$ cat src/rtl/draw_port_arbiter.sv
// ---------------------------------------------------------------------------
// draw_port_arbiter
//
// Shares the single VGA adapter write port between NREQ rectangle-draw
// requesters (stage painter, Mario draw, Mario erase, enemy draw). One
// requester is chosen round-robin and its rectangle is walked pixel by pixel
// (x inner, y outer). Each pixel lands on the adapter one cycle after its
// offset is presented, which is when the requester's synchronous colour ROM
// answers on pix_colour.
//
// Optional build macro: DRAW_ARB_TRANSPARENT_EN
//   defined   : pixels whose pix_colour equals TRANSP_COLOUR are not written
//               (x/y/colour still update, sequencing and timing unchanged)
//   undefined : every on-screen pixel is written
//
// Ports
//   clk, reset   system clock; asynchronous active-high reset
//   req          per-requester level request, held until its done pulse
//   req_x/req_y  packed rectangle origins, slot i at [i*W +: W]
//   req_w/req_h  packed rectangle size in pixels (0 = empty job)
//   pix_colour   granted requester's colour, valid one cycle after offsets
//   gnt          one-hot grant, stable from LOAD through FLUSH
//   offs_x/offs_y pixel offset within the rectangle (colour ROM address)
//   x, y, colour, writeEn  VGA adapter write port
//   done         one-cycle completion pulse to the winner
//   busy         high whenever a job is in progress
// ---------------------------------------------------------------------------
module draw_port_arbiter #(
   parameter int            NREQ          = 4,
   parameter int            XW            = 8,
   parameter int            YW            = 7,
   parameter int            CW            = 3,
   parameter int            SCREEN_W      = 160,
   parameter int            SCREEN_H      = 120,
   parameter logic [CW-1:0] TRANSP_COLOUR = 3'b000
) (
   input  logic                 clk,
   input  logic                 reset,
   input  logic [NREQ-1:0]      req,
   input  logic [NREQ*XW-1:0]   req_x,
   input  logic [NREQ*YW-1:0]   req_y,
   input  logic [NREQ*XW-1:0]   req_w,
   input  logic [NREQ*YW-1:0]   req_h,
   input  logic [CW-1:0]        pix_colour,
   output logic [NREQ-1:0]      gnt,
   output logic [XW-1:0]        offs_x,
   output logic [YW-1:0]        offs_y,
   output logic [XW-1:0]        x,
   output logic [YW-1:0]        y,
   output logic [CW-1:0]        colour,
   output logic                 writeEn,
   output logic [NREQ-1:0]      done,
   output logic                 busy
);

   localparam int PW  = (NREQ > 1) ? $clog2(NREQ) : 1;
   localparam int XSW = XW + 1;
   localparam int YSW = YW + 1;

   localparam logic [PW-1:0]  LAST_REQ = PW'(NREQ - 1);
   localparam logic [XSW-1:0] XLIM     = XSW'(SCREEN_W);
   localparam logic [YSW-1:0] YLIM     = YSW'(SCREEN_H);

`ifdef DRAW_ARB_TRANSPARENT_EN
   localparam logic TRANSP_EN = 1'b1;
`else
   localparam logic TRANSP_EN = 1'b0;
`endif

   typedef enum logic [2:0] {
      S_IDLE,
      S_LOAD,
      S_DRAW,
      S_FLUSH,
      S_DONE
   } state_t;

   state_t state, state_nxt;

   // arbitration
   logic [PW-1:0]   rr_ptr;
   logic [PW-1:0]   win;
   logic [PW-1:0]   pick;
   logic [PW-1:0]   scan;
   logic            found;
   logic [NREQ-1:0] win_oh;

   // per-slot geometry views of the packed request buses
   logic [XW-1:0] slot_x [NREQ];
   logic [YW-1:0] slot_y [NREQ];
   logic [XW-1:0] slot_w [NREQ];
   logic [YW-1:0] slot_h [NREQ];

   // latched job geometry and offset walker
   logic [XW-1:0] lat_x;
   logic [YW-1:0] lat_y;
   logic [XW-1:0] lat_w;
   logic [YW-1:0] lat_h;
   logic [XW-1:0] ox;
   logic [YW-1:0] oy;
   logic          row_end;
   logic          last_pix;

   // write pipeline
   logic [XSW-1:0] sum_x;
   logic [YSW-1:0] sum_y;
   logic           pend;
   logic           on_screen;
   logic [XW-1:0]  x_r;
   logic [YW-1:0]  y_r;
   logic [CW-1:0]  colour_hold;

   // ------------------------------------------------------------------------
   // Unpack request geometry
   // ------------------------------------------------------------------------
   always_comb begin
      for (int unsigned k = 0; k < NREQ; k++) begin
         slot_x[k] = req_x[k*XW +: XW];
         slot_y[k] = req_y[k*YW +: YW];
         slot_w[k] = req_w[k*XW +: XW];
         slot_h[k] = req_h[k*YW +: YW];
      end
   end

   // ------------------------------------------------------------------------
   // Round-robin pick: first set request scanning upward from rr_ptr, wrapping
   // ------------------------------------------------------------------------
   always_comb begin
      found = 1'b0;
      pick  = rr_ptr;
      scan  = '0;
      for (int unsigned k = 0; k < NREQ; k++) begin
         scan = PW'((32'(rr_ptr) + k) % NREQ);
         if (!found && req[scan]) begin
            found = 1'b1;
            pick  = scan;
         end
      end
   end

   always_comb begin
      win_oh      = '0;
      win_oh[win] = 1'b1;
   end

   assign row_end  = (ox == lat_w - 1'b1);
   assign last_pix = row_end && (oy == lat_h - 1'b1);

   // ------------------------------------------------------------------------
   // FSM
   // ------------------------------------------------------------------------
   always_ff @(posedge clk or posedge reset) begin
      if (reset) begin
         state <= S_IDLE;
      end else begin
         state <= state_nxt;
      end
   end

   always_comb begin
      state_nxt = state;
      case (state)
         S_IDLE:  if (found) state_nxt = S_LOAD;
         S_LOAD:  state_nxt = ((lat_w == '0) || (lat_h == '0)) ? S_DONE : S_DRAW;
         S_DRAW:  if (last_pix) state_nxt = S_FLUSH;
         S_FLUSH: state_nxt = S_DONE;
         S_DONE:  state_nxt = S_IDLE;
         default: state_nxt = S_IDLE;
      endcase
   end

   // ------------------------------------------------------------------------
   // Job latch, offset walker, round-robin pointer
   // ------------------------------------------------------------------------
   always_ff @(posedge clk or posedge reset) begin
      if (reset) begin
         rr_ptr <= '0;
         win    <= '0;
         lat_x  <= '0;
         lat_y  <= '0;
         lat_w  <= '0;
         lat_h  <= '0;
         ox     <= '0;
         oy     <= '0;
      end else begin
         case (state)
            S_IDLE: begin
               if (found) begin
                  win   <= pick;
                  lat_x <= slot_x[pick];
                  lat_y <= slot_y[pick];
                  lat_w <= slot_w[pick];
                  lat_h <= slot_h[pick];
                  ox    <= '0;
                  oy    <= '0;
               end
            end
            S_DRAW: begin
               if (last_pix) begin
                  ox <= '0;
                  oy <= '0;
               end else if (row_end) begin
                  ox <= '0;
                  oy <= oy + 1'b1;
               end else begin
                  ox <= ox + 1'b1;
               end
            end
            S_DONE: begin
               rr_ptr <= (win == LAST_REQ) ? '0 : win + 1'b1;
            end
            default: ;
         endcase
      end
   end

   // ------------------------------------------------------------------------
   // Write pipeline: address computed from the offset presented this cycle,
   // written next cycle alongside the ROM's colour. Sums carry one extra bit
   // so a wrap past the coordinate width is clipped rather than aliased.
   // ------------------------------------------------------------------------
   assign sum_x = {1'b0, lat_x} + {1'b0, ox};
   assign sum_y = {1'b0, lat_y} + {1'b0, oy};

   always_ff @(posedge clk or posedge reset) begin
      if (reset) begin
         pend        <= 1'b0;
         on_screen   <= 1'b0;
         x_r         <= '0;
         y_r         <= '0;
         colour_hold <= '0;
      end else begin
         pend <= (state == S_DRAW);
         if (state == S_DRAW) begin
            x_r       <= sum_x[XW-1:0];
            y_r       <= sum_y[YW-1:0];
            on_screen <= (sum_x < XLIM) && (sum_y < YLIM);
         end
         if (pend) begin
            colour_hold <= pix_colour;
         end
      end
   end

   // ------------------------------------------------------------------------
   // Outputs
   // ------------------------------------------------------------------------
   // colour follows the ROM directly in the write cycle; the last written
   // colour is held afterwards so the adapter bus does not chatter.
   assign colour  = pend ? pix_colour : colour_hold;
   assign writeEn = pend && on_screen && !(TRANSP_EN && (pix_colour == TRANSP_COLOUR));
   assign x       = x_r;
   assign y       = y_r;
   assign offs_x  = ox;
   assign offs_y  = oy;
   assign busy    = (state != S_IDLE);
   assign gnt     = ((state == S_LOAD) || (state == S_DRAW) || (state == S_FLUSH)) ? win_oh : '0;
   assign done    = (state == S_DONE) ? win_oh : '0;

endmodule

$ cat config.mk
export PLATFORM = sky130hd
export DESIGN_NAME = draw_port_arbiter
export DESIGN_NICKNAME = d
export VERILOG_FILES = /design/src/rtl/draw_port_arbiter.sv
export SDC_FILE = /design/constraint.sdc
export NUM_CORES = 1
export LEC_CHECK = 0
export ABC_AREA = 1
export CORE_UTILIZATION = 48
export DETAILED_ROUTE_END_ITERATION = 6
export PLACE_DENSITY_LB_ADDON = 0.15
export SETUP_SLACK_MARGIN = 0.5
export SKIP_LAST_GASP = 1
export SLEW_MARGIN = 10
export SYNTH_ARGS = -nofsm -noshare
export SYNTH_HDL_FRONTEND = slang
export SYNTH_SLANG_ARGS = --single-unit
$ cat constraint.sdc
create_clock -name clk -period 2.6 [get_ports clk]
set_input_delay 0.26 -clock clk [delete_from_list [all_inputs] [get_ports clk]]
set_output_delay 0.26 -clock clk [all_outputs]
set_load 0.05 [all_outputs]
==> impl_metrics.toml <==
[clock_tree]
cts_max_level = 3
clkSinkCount = 72
clockRootBuffer = "clkbuf_16"
clock_tree.buffer_depth = 2
ctsHoldBuffers = 0
cts_tree = "done"
clk_pin_slew_ns = 0.05
clock_latency_ns = 0.33
cts_buffers = 9

[finish]
layout-drive-gt1-share_pct = 11.4
area_growth_pct = 46.4
finalNonFillerCells = 1200
diodes = 0
postLayoutCoreUtil_pct = 72.1
fill_cells = 971
final_net_count = 1209

[place]
place_congestion = 0.892
place_inst = 1155
port_buffers = 171
dp_hpwl_mm = 11.4

[synth]
synth_seq_cells = 72
yosys_warnings = 0
yosys.area.top_type_share_pct = 32.2
synth_area_leader_cell = "dfrtp_1"
syn_nets = 1010
synth.distinct_cells = 35
avgSynthCellArea_um2 = 6.55
yosys-top-cells-area = "dfrtp_1 32%, nand2_1 28%, nand3_1 8.0%, ha_1 5.6%, inv_1 3.8%"
synthesis.area_um2 = 5600
syn_inst = 854
yosysSeqAreaShare_pct = 32.2

[setup_path]
cpMaxStageDelayCell = "clkdlybuf4s50_1"
crit_path_end_kind = "output port"
reg2reg_from = "rr_ptr[1]"
crit_chain = "mux2_2 > clkdlybuf4s50_1"
start_kind = "flop"
critPathMaxFanout = 4
critPathMaxStageDelay_ns = 0.70
path_class = "flop to output port"
arrival_ns = 1.78
crit_buf_inv = 1
required_ns = 2.34
crit_start = "pend"
path_delay_family = "buffers and inverters"

[sta]
rsz0062_at_grt = "true"
maxSlewHeadroom_pct = 54.4
tns_ns = 0
hold_slack_ns = 0.388
fmax_mhz = 489
fin_crit_ns = 2.04
fin_skew_ns = 0.00564
setup_viol = 0
tightest_slew_ns = 0.683
maxSlewViolCount = 0
hold_viol = 0
finalCritPeriodShare_pct = 78.6

[detailed_routing]
first_iter_violations = 296
via_count = 5965
wl_mm = 16.0
detail-route-antenna-nets = 0
viasPerCell = 4.97
dr.pass1.iters = 5
route.detailed.drc = 0
wl_per_cell_um = 13.3

[floorplanning]
start_util_pct = 49.2
fp-row-count = 39
die_y_um = 110
die_w_um = 110
dieArea_um2 = 12100
pin_count = 172
core_um2 = 11400

[outcome]
status = "completed"

[grt]
grt_max_degree = 37
antenna_found_initial = 0
overflow = 0
grt_pass1_wl_mm = 25.0
grt_usage_pct = 26.4
grt_pass1_vias = 5450

[power]
powerDensity_nw_per_um2 = 1480
ir_drop_uv = 1090
p_leak_nw = 4.19

[job]
cap_violations = 0

[hold_path]
min_path_type = "primary input to asynchronous set/reset pin"
[cell families (layout without fill, tap and decap cells)]
group / Yosys count / in the layout / share of synthesized area [%]
AND/OR/NAND/NOR: 585 / 588 / 43.9
multiplexers: 3 / 3 / 0.603
flip-flops: 72 / 72 / 32.2
AO/OA/AOI/OAI: 38 / 38 / 3.73
adder cells (fa/ha/maj): 27 / 27 / 6.30
buffers and inverters: 92 / 292 / 7.47
XOR/XNOR: 37 / 37 / 5.79
[registers in the layout, summed over array words and instances, names as in the netlist]
name         cells
lat_x            8
on_screen        1
lat_h            7
pend             1
x                8
colour_hold      3
offs_x           8
lat_y            7
state            3
rr_ptr           2
lat_w            8
y                7
win              2
offs_y           7
[final cells by class]
| class | instances | area [um^2] | share of cell area, % |
|---|---|---|---|
| Clock buffer | 11 | 243 | 2.96 |
| Clock inverter | 4 | 45.0 | 0.549 |
| Inverter | 64 | 262 | 3.19 |
| Multi-Input combinational cell | 693 | 3500 | 42.7 |
| Sequential cell | 72 | 1810 | 22.1 |
| Tap cell | 143 | 179 | 2.18 |
| Timing Repair Buffer | 213 | 2160 | 26.4 |
[layout by cell type, fill, tap and decap left out, drive strengths merged, types with 4 or more instances in the layout]
cell type | Yosys | routed
nand2 | 436 | 438
clkdlybuf4s50 | 0 | 160
nand3 | 91 | 91
dfrtp | 72 | 72
inv | 61 | 60
buf | 21 | 42
nor2 | 38 | 39
ha | 25 | 25
xor2 | 21 | 21
o21ai | 18 | 18
xnor2 | 16 | 16
clkbuf | 7 | 13
a21oi | 9 | 9
nand4 | 9 | 9
clkinv | 3 | 6
nor3 | 5 | 5
o22ai | 5 | 5
or2 | 4 | 4
dlygate4sd2 | 0 | 4
[worst register-to-register path, cell delays in order (launching register included)]
cell	delay [ns]
dfrtp_2	0.47
inv_4	0.11
nand2_1	0.07
nand2_2	0.10
nand2_2	0.07
nand2_4	0.11
nand2_2	0.07
nand2_2	0.08
nand2_2	0.06
nand2_4	0.11
buf_8	0.23
nand3_1	0.12
nand2_1	0.09
nand2_1	0.05
nand2_1	0.05
nand2_1	0.08
nand2_1	0.07
[worst paths after layout]
path / end / slack, ns / cells after the start
worst max-delay path: colour[1] / 0.56 / 2
worst min-delay path: colour_hold[2] / 0.39 / 2
worst max register to register: lat_h[4] / 0.60 / 16
worst min register to register: y[0] / 0.48 / 2
max in group asynchronous: lat_h[6] / 1.56 / 3
min in group clk: y[0] / 0.48 / 2
[metrics by stage]
stage / total power, mW / instance area (um^2) / setup slack [ns]
CTS: 11.1 / 7860 / 0.431
global placement: 9.46 / 7470 / 0.253
global route: 13.2 / 8200 / 0.460
detailed placement: 9.56 / 7470 / 0.206
finish: 12.1 / 8200 / 0.556
floorplan: 7.69 / 5600 / 0.462
[layer usage]
metal	wire, um	share of wire, %	up-vias	global-route usage (%)
li1	-	-	3086	-
met1	7280	46	2643	35.1
met2	7490	47	210	44.2
met3	885	5.5	26	4.06
met4	306	1.9	0	8.29
met5	0	0	-	0
[report_power, final]
group,leakage [nW],switching (mW),internal (mW)
logic,3.15,5.35,3.42
registers,0.902,0.495,1.64
clock network,0.145,0.441,0.758
[synthesized netlist by cell type, drive strengths merged]
cell type,number
nor2,38
buf,21
a31oi,2
nand2,436
nor3,5
mux2,3
o21bai,1
ha,25
o21ai,18
nand3,91
clkbuf,7
or2,4
inv,61
a211oi,1
o22ai,5
xor2,21
nand3b,2
a21o,1
fa,2
a21oi,9
nand4,9
o31ai,1
dfrtp,72
clkinv,3
xnor2,16
[timing repair]
item / in CTS / in global routing
endpoints found under the setup margin: 46 / 52
gates resized for setup: 24 / 39
gates cloned: 1 / 4
pin swaps: 1 / 16
buffers inserted: 4 / 21
Note: power is estimated with default switching activity, not from simulation.
